==> config.mk <==
export PLATFORM = sky130hd
export DESIGN_NAME = fifo_sync_prog
export DESIGN_NICKNAME = d
export VERILOG_FILES = /design/src/rtl/fifo_sync_prog.sv
export SDC_FILE = /design/constraint.sdc
export NUM_CORES = 1
export LEC_CHECK = 0
export ABC_AREA = 1
export CELL_PAD_IN_SITES_DETAIL_PLACEMENT = 0
export CELL_PAD_IN_SITES_GLOBAL_PLACEMENT = 1
export CORE_ASPECT_RATIO = 1.75
export CORE_MARGIN = 3
export CORE_UTILIZATION = 40
export CTS_BUF_LIST = sky130_fd_sc_hd__clkbuf_4
export CTS_CLUSTER_DIAMETER = 100
export CTS_CLUSTER_SIZE = 30
export DETAILED_ROUTE_END_ITERATION = 12
export DONT_BUFFER_PORTS = 1
export GPL_ROUTABILITY_DRIVEN = 0
export PLACE_DENSITY = 0.68
export REMOVE_ABC_BUFFERS = 1
export SETUP_SLACK_MARGIN = 0.15
export SLEW_MARGIN = 30
export SYNTH_ARGS = -nofsm -noshare
export SYNTH_HDL_FRONTEND = slang
export SYNTH_SLANG_ARGS = --single-unit
==> constraint.sdc <==
create_clock -name clk -period 2.7 [get_ports clk]
set_input_delay 0.81 -clock clk [delete_from_list [all_inputs] [get_ports clk]]
set_output_delay 0.81 -clock clk [all_outputs]
set_load 0.02 [all_outputs]
==> src/rtl/fifo_sync_prog.sv <==
// fifo_sync_prog: single-clock FIFO with any depth >= 2, programmable
// almost-full/almost-empty thresholds, FWFT or registered read, synchronous
// flush, push-while-full-with-pop bypass and sticky {overflow, underflow} flags.
// Optional peak-occupancy tracking is built when FIFO_SYNC_PROG_WMARK_EN is defined;
// otherwise max_level is tied to zero.
module fifo_sync_prog #(
  parameter int WIDTH = 8,
  parameter int DEPTH = 16,
  parameter int FWFT  = 1,
  localparam int CNT_W = $clog2(DEPTH + 1)
) (
  input  logic             clk,
  input  logic             rst,
  input  logic             flush,
  input  logic             push,
  input  logic [WIDTH-1:0] push_data,
  input  logic             pop,
  output logic [WIDTH-1:0] rd_data,
  output logic             rd_valid,
  output logic             empty,
  output logic             full,
  output logic [CNT_W-1:0] count,
  input  logic [CNT_W-1:0] afull_thr,
  input  logic [CNT_W-1:0] aempty_thr,
  output logic             almost_full,
  output logic             almost_empty,
  output logic             overflow,
  output logic             underflow,
  output logic [1:0]       err_sticky,
  input  logic             err_clr,
  output logic [CNT_W-1:0] max_level
);

  localparam int PTR_W = (DEPTH > 1) ? $clog2(DEPTH) : 1;
  localparam logic [CNT_W-1:0] DEPTH_C = CNT_W'(DEPTH);
  localparam logic [PTR_W-1:0] LAST_PTR = PTR_W'(DEPTH - 1);

  logic [WIDTH-1:0] mem [DEPTH];

  logic [PTR_W-1:0] wr_ptr_reg, wr_ptr_next;
  logic [PTR_W-1:0] rd_ptr_reg, rd_ptr_next;
  logic [CNT_W-1:0] count_reg, count_next;
  logic             overflow_reg, overflow_next;
  logic             underflow_reg, underflow_next;
  logic [1:0]       sticky_reg, sticky_next;
  logic             pop_fire, push_fire;

  // Status flags come straight from the occupancy register; thresholds are live.
  assign empty        = (count_reg == '0);
  assign full         = (count_reg == DEPTH_C);
  assign almost_full  = (count_reg >= afull_thr);
  assign almost_empty = (count_reg <= aempty_thr);
  assign count        = count_reg;
  assign overflow     = overflow_reg;
  assign underflow    = underflow_reg;
  assign err_sticky   = sticky_reg;

  // Accept/reject decisions and next-state; flush overrides push and pop entirely.
  always_comb begin
    pop_fire       = pop && !empty;
    push_fire      = push && (!full || pop_fire);
    wr_ptr_next    = wr_ptr_reg;
    rd_ptr_next    = rd_ptr_reg;
    count_next     = count_reg;
    overflow_next  = 1'b0;
    underflow_next = 1'b0;
    if (flush) begin
      wr_ptr_next = '0;
      rd_ptr_next = '0;
      count_next  = '0;
    end else begin
      if (push_fire) begin
        wr_ptr_next = (wr_ptr_reg == LAST_PTR) ? '0 : wr_ptr_reg + 1'b1;
      end
      if (pop_fire) begin
        rd_ptr_next = (rd_ptr_reg == LAST_PTR) ? '0 : rd_ptr_reg + 1'b1;
      end
      if (push_fire && !pop_fire) begin
        count_next = count_reg + 1'b1;
      end else if (pop_fire && !push_fire) begin
        count_next = count_reg - 1'b1;
      end
      overflow_next  = push && !push_fire;
      underflow_next = pop && !pop_fire;
    end
    // A new error event wins over a simultaneous clear.
    sticky_next = (sticky_reg & {2{!err_clr}}) | {overflow_next, underflow_next};
  end

  // Control state register.
  always_ff @(posedge clk) begin
    if (rst) begin
      wr_ptr_reg    <= '0;
      rd_ptr_reg    <= '0;
      count_reg     <= '0;
      overflow_reg  <= 1'b0;
      underflow_reg <= 1'b0;
      sticky_reg    <= 2'b00;
    end else begin
      wr_ptr_reg    <= wr_ptr_next;
      rd_ptr_reg    <= rd_ptr_next;
      count_reg     <= count_next;
      overflow_reg  <= overflow_next;
      underflow_reg <= underflow_next;
      sticky_reg    <= sticky_next;
    end
  end

  // Storage write; contents are never cleared, only the pointers are.
  always_ff @(posedge clk) begin
    if (push_fire && !flush) begin
      mem[wr_ptr_reg] <= push_data;
    end
  end

  generate
    if (FWFT != 0) begin : g_fwft
      // Head word is presented combinationally whenever the FIFO holds data.
      assign rd_data  = empty ? '0 : mem[rd_ptr_reg];
      assign rd_valid = !empty;
    end else begin : g_reg_read
      logic [WIDTH-1:0] rd_data_reg;
      logic             rd_valid_reg;
      // Registered read: a full-with-pop write to the same slot returns the old word.
      always_ff @(posedge clk) begin
        if (rst) begin
          rd_data_reg  <= '0;
          rd_valid_reg <= 1'b0;
        end else begin
          rd_valid_reg <= pop_fire && !flush;
          if (pop_fire && !flush) begin
            rd_data_reg <= mem[rd_ptr_reg];
          end
        end
      end
      assign rd_data  = rd_data_reg;
      assign rd_valid = rd_valid_reg;
    end
  endgenerate

`ifdef FIFO_SYNC_PROG_WMARK_EN
  logic [CNT_W-1:0] max_level_reg;
  // Peak occupancy; flush leaves it alone, err_clr restarts tracking.
  always_ff @(posedge clk) begin
    if (rst || err_clr) begin
      max_level_reg <= '0;
    end else if (count_next > max_level_reg) begin
      max_level_reg <= count_next;
    end
  end
  assign max_level = max_level_reg;
`else
  assign max_level = '0;
`endif

endmodule
# After elaboration in Yosys (flattened, before gate mapping)
# Memory sizes are Yosys's and may differ from the RTL's. A register that Yosys moved wholly into a read port is not among the register bits.
# Index checks and enable logic that the tools add are counted.
op_classes:
  addsub: 4
  n_lt_le_gt_ge: 2
  eq_ne: 3
  muxes: 11
  bitwise: 2
  reduce_logical: 17
op_table:
  columns: ["cell", "count"]
  rows:
  - ["$mux W4", 4]
  - ["$mux W5", 2]
  - ["$add A4 B1 Y4 const B", 2]
  - ["$eq A4 B4 Y1 const B", 2]
  - ["$mux W8", 1]
  - ["$logic_and A1 B1 Y1", 7]
  - ["$logic_not A1 Y1", 6]
  - ["$add A5 B1 Y5 const B", 1]
  - ["$eq A5 B5 Y1 const B", 1]
  - ["$ge A5 B5 Y1", 1]
  - ["$le A5 B5 Y1", 1]
  - ["$logic_not A5 Y1", 1]
  - ["$sub A5 B1 Y5 const B", 1]
  - ["$mux W1", 4]
  - ["$and A2 B2 Y2", 1]
  - ["$or A2 B2 Y2", 1]
  - ["$reduce_bool A2 Y1", 1]
  - ["$reduce_or A2 Y1", 1]
  - ["$logic_or A1 B1 Y1", 1]
word_totals:
  reg_bits: 17
  ram_bits: 128
  in_bits: 24
  output_inout_bits: 27
  elab_cells: 46
  n_memories: 1
mem_list:
  columns: ["memory", "depth", "width", "read_ports", "rd_ports_with_merged_regs", "wr", "line", "source"]
  rows:
  - ["mem", 16, 8, 1, 1, 1, "38", "logic [WIDTH-1:0] mem [DEPTH];"]

# Depth between registers and ports, before layout
logic_depth:
  word_depth: 9
  ltp_mapped: 15
  ltp_nobuf: 15

# Worst setup path after synthesis
# OpenSTA, ideal clock, no wires.
synth_path:
  kind: "input to output"
  startpoint: "input afull_thr[4]"
  endpoint: "output almost_full"
  arrival_time_ps: 2053
  required_ps: 1890
  path_slack_ps: -163
  path_stages: 4
  path_buffers: 0
  path_cell_list: "inv_1 > ha_1 > nand2_1 > o311ai_0"
synth_via:
  elab_chain_len: 1
synth_lines:
  columns: ["item", "line", "source"]
  rows:
  - ["start, declared", "23", "input logic [CNT_W-1:0] afull_thr,"]
  - ["$ge A5 B5 Y1", "51", "assign almost_full = (count_reg >= afull_thr);"]
  - ["end, declared", "25", "output logic almost_full,"]
# No other way between the ends.

==> impl_metrics.ini <==
[outcome]
result_of_the_run = finished with violations
violations = negative setup slack

[clocking]
cts.sinks = 149
cts_hold_buffers = 0
clockBufferDepth = 2
clock_insertion_delay_worst_skew_ps = 540
clk_root_buf = clkbuf_4
maximum_level_of_the_cts_h_tree = 4
tritoncts = built
cts_buf_count = 17
clkSlewWorstSetupHoldPaths_ps = 130

[timing]
report.final.hold_viol_count = 0
timing.fmax_mhz = 356
minimum_setup_slack_in_the_final_design_ps = -113
timing.final.crit_share = 1.04
min_period_ps = 2810
worst_slew_pin_slew_ps = 690
rsz0062_at_grt = yes
final.hold.worst_slack_ps = 332
clock-skew-final_ps = 20.1
timing.setup.tns_ps = -742
final-setup-viol-count = 9
slew-limit-headroom = 0.538
finalMaxSlewViolations = 0

[drt]
wl_um = 17100
final_antenna_net_count = 0
route.detailed.vias_per_inst = 5.27
post_drt_wl_per_cell_um = 19.6
detail_route.drc_violations = 0
first_pass_iters = 5
via_count = 4594
drt-initial-drc-count = 225

[floorplan]
floorplan.die_area_mm2 = 0.0181
start_util = 0.411
chip_height_um = 176
core.rowCount = 61
dieWidth_um = 103
ios = 51
fp.coreArea_mm2 = 0.0160

[yosys]
average_cell_area_after_synthesis_um2 = 10.6
synth_sequential_area_ratio = 0.647
synth_warn = 0
yosys_register_bits = 149
netlist-cell-type-count = 33
synthesis.area_mm2 = 0.00659
syn_inst = 622

[critical_path]
worstSetupEndpoint = rd_data[5]
worst_setup_path_start_kind = flop
r2r_slack_ps = 420
reg2reg_from = count[0]
timing.critical_path.to_type = output port
cp_arrival_ps = 2000
worstReg2RegEnd = count[3]
worstSetupPathType = flop to output port
worst-path-max-fanout = 6
timing.critical_path.required_ps = 1890
timing.reg2reg.worst_path_depth = 12

[hold_path]
min-delay-path-class = input port to flop

[power_and_ir_drop]
power_leakage_nw = 3.11
p_per_area_mw_per_mm2 = 620
vdd.ir_drop.worst_v = 0.000389

[finish]
layout_cell_share_with_drive_strength_beyond_1 = 0.262
finalCoreUtilization = 0.501
num-nets-final = 714
fillCellCount = 1450
area_delta_synth_final_pct = 21.8
layout.cell_area.non_filler_mm2 = 0.00803
flip_flop_count_of_the_largest_register_all_copies_and_words_added = 128

[grt]
grt_overflow = 0
track_usage = 0.189
grt_max_degree = 33
grt_first_pass_wirelength_um = 25200
grt_pass1_vias = 4609
antenna_found_initial = 1

[job]
maxCapViolCount = 0

[placed_design]
post-dp-hpwl_um = 10600
preCtsSetupSlack_ps = 50.8
port_buffers = 0
placed_cell_area_mm2 = 0.00696
## metrics by stage
step                power [mW]  instances
global route              5.22        872
CTS                       4.87        863
floorplan                 3.09        597
global placement          3.32        824
finish                    4.98        872
detailed placement        3.34        824
## synth_stat cells
cell | n | area [um2]
nor2_2 | 2 | 12.5
fa_1 | 1 | 20.0
xor2_1 | 1 | 8.76
dfxtp_1 | 21 | 420
nand4_1 | 2 | 12.5
o21ai_0 | 11 | 55.1
nand3_1 | 104 | 521
inv_1 | 37 | 139
nand2_4 | 1 | 11.3
nand2_1 | 196 | 736
nor3_1 | 2 | 10.0
conb_1 | 1 | 3.75
o21a_1 | 1 | 7.51
o211ai_1 | 1 | 7.51
nand2_2 | 2 | 12.5
edfxtp_1 | 128 | 3840
o22ai_1 | 1 | 6.26
nand4_2 | 1 | 12.5
nor2_4 | 1 | 11.3
o311ai_0 | 1 | 8.76
a21oi_1 | 23 | 115
xnor2_1 | 2 | 17.5
clkbuf_1 | 2 | 7.51
ha_1 | 20 | 250
nand3b_1 | 1 | 7.51
buf_2 | 10 | 50.1
nor2_1 | 25 | 93.8
o221ai_1 | 1 | 8.76
o21ai_1 | 1 | 5.00
buf_6 | 7 | 78.8
nand3_2 | 1 | 10.0
buf_4 | 10 | 75.1
inv_2 | 4 | 15.0
## area by class of cell
| cell class | count | area (um2) | share of cell area |
|---|---|---|---|
| clock inverters | 15 | 168 | 0.0209 |
| clock buffers | 17 | 128 | 0.0159 |
| well taps | 189 | 236 | 0.0294 |
| multi-input cells | 407 | 2330 | 0.290 |
| diodes | 1 | 2.50 | 0.000312 |
| inverters | 41 | 181 | 0.0226 |
| repair buffers | 53 | 702 | 0.0874 |
| flip-flops and latches | 149 | 4290 | 0.533 |
## worst min-delay path by stage
stage                  startpoint            end  slack (ps)  depth (start not counted)
detailed placement  rd_ptr_reg[0]           flop         490                          2
finish                        rst  err_sticky[0]         330                          1
CTS                           rst  err_sticky[0]         290                          1
global placement    rd_ptr_reg[0]           flop         490                          2
global route                  rst      underflow         280                          1
floorplan           rd_ptr_reg[1]           flop         460                          2
## logic make-up after synthesis
logic type               share of synthesized area
AND/OR/NAND/NOR                              0.220
flip-flops                                   0.647
buffers and inverters                       0.0554
AO/OA/AOI/OAI                               0.0324
adder cells (fa/ha/maj)                     0.0410
XOR/XNOR                                   0.00399
other                                     0.000569
## where the power goes
part | internal (mW) | switching [mW]
Combinational | 0.389 | 0.573
Sequential | 2.53 | 0.0516
Clock | 0.574 | 0.862
Total | 3.49 | 1.49
## cells in the final DEF (no fill, tap or decap), drive strengths merged
master	count
nand2	199
edfxtp	128
nand3	105
buf	47
inv	45
nor2	28
clkbuf	23
a21oi	23
dfxtp	21
ha	20
o21ai	12
conb	5
clkinv	5
clkinvlp	4
nand4	3
nor3	2
xnor2	2
bufinv	2
diode	1
o21a	1
o311ai	1
o221ai	1
o211ai	1
nand3b	1
xor2	1
o22ai	1
fa	1
## per-layer routing
metal,part of all wire,up-vias,wire length (um),GRT usage
met3,0.051,23,871,0.0489
met2,0.58,142,9980,0.356
met5,0,-,0,0
li1,-,2223,-,-
met4,0.016,0,279,0.0589
met1,0.35,2206,5960,0.197
## worst max-delay path, cell delays in order (launching register included)
cell	delay, ps
dfxtp_4	490
buf_12	170
clkbuf_16	170
nand2_2	60
nand3_2	60
nand3_2	90
nand2_2	90
nand2_2	50
a21oi_2	160
buf_6	140
## repair_timing
action                                  in CTS  in global routing
gates cloned                                 5                  6
resized for setup                           45                 75
pin swaps                                    4                 48
buffers inserted                             2                  2
endpoints found under the setup margin      11                 12
(Power assumes the default switching activity.)
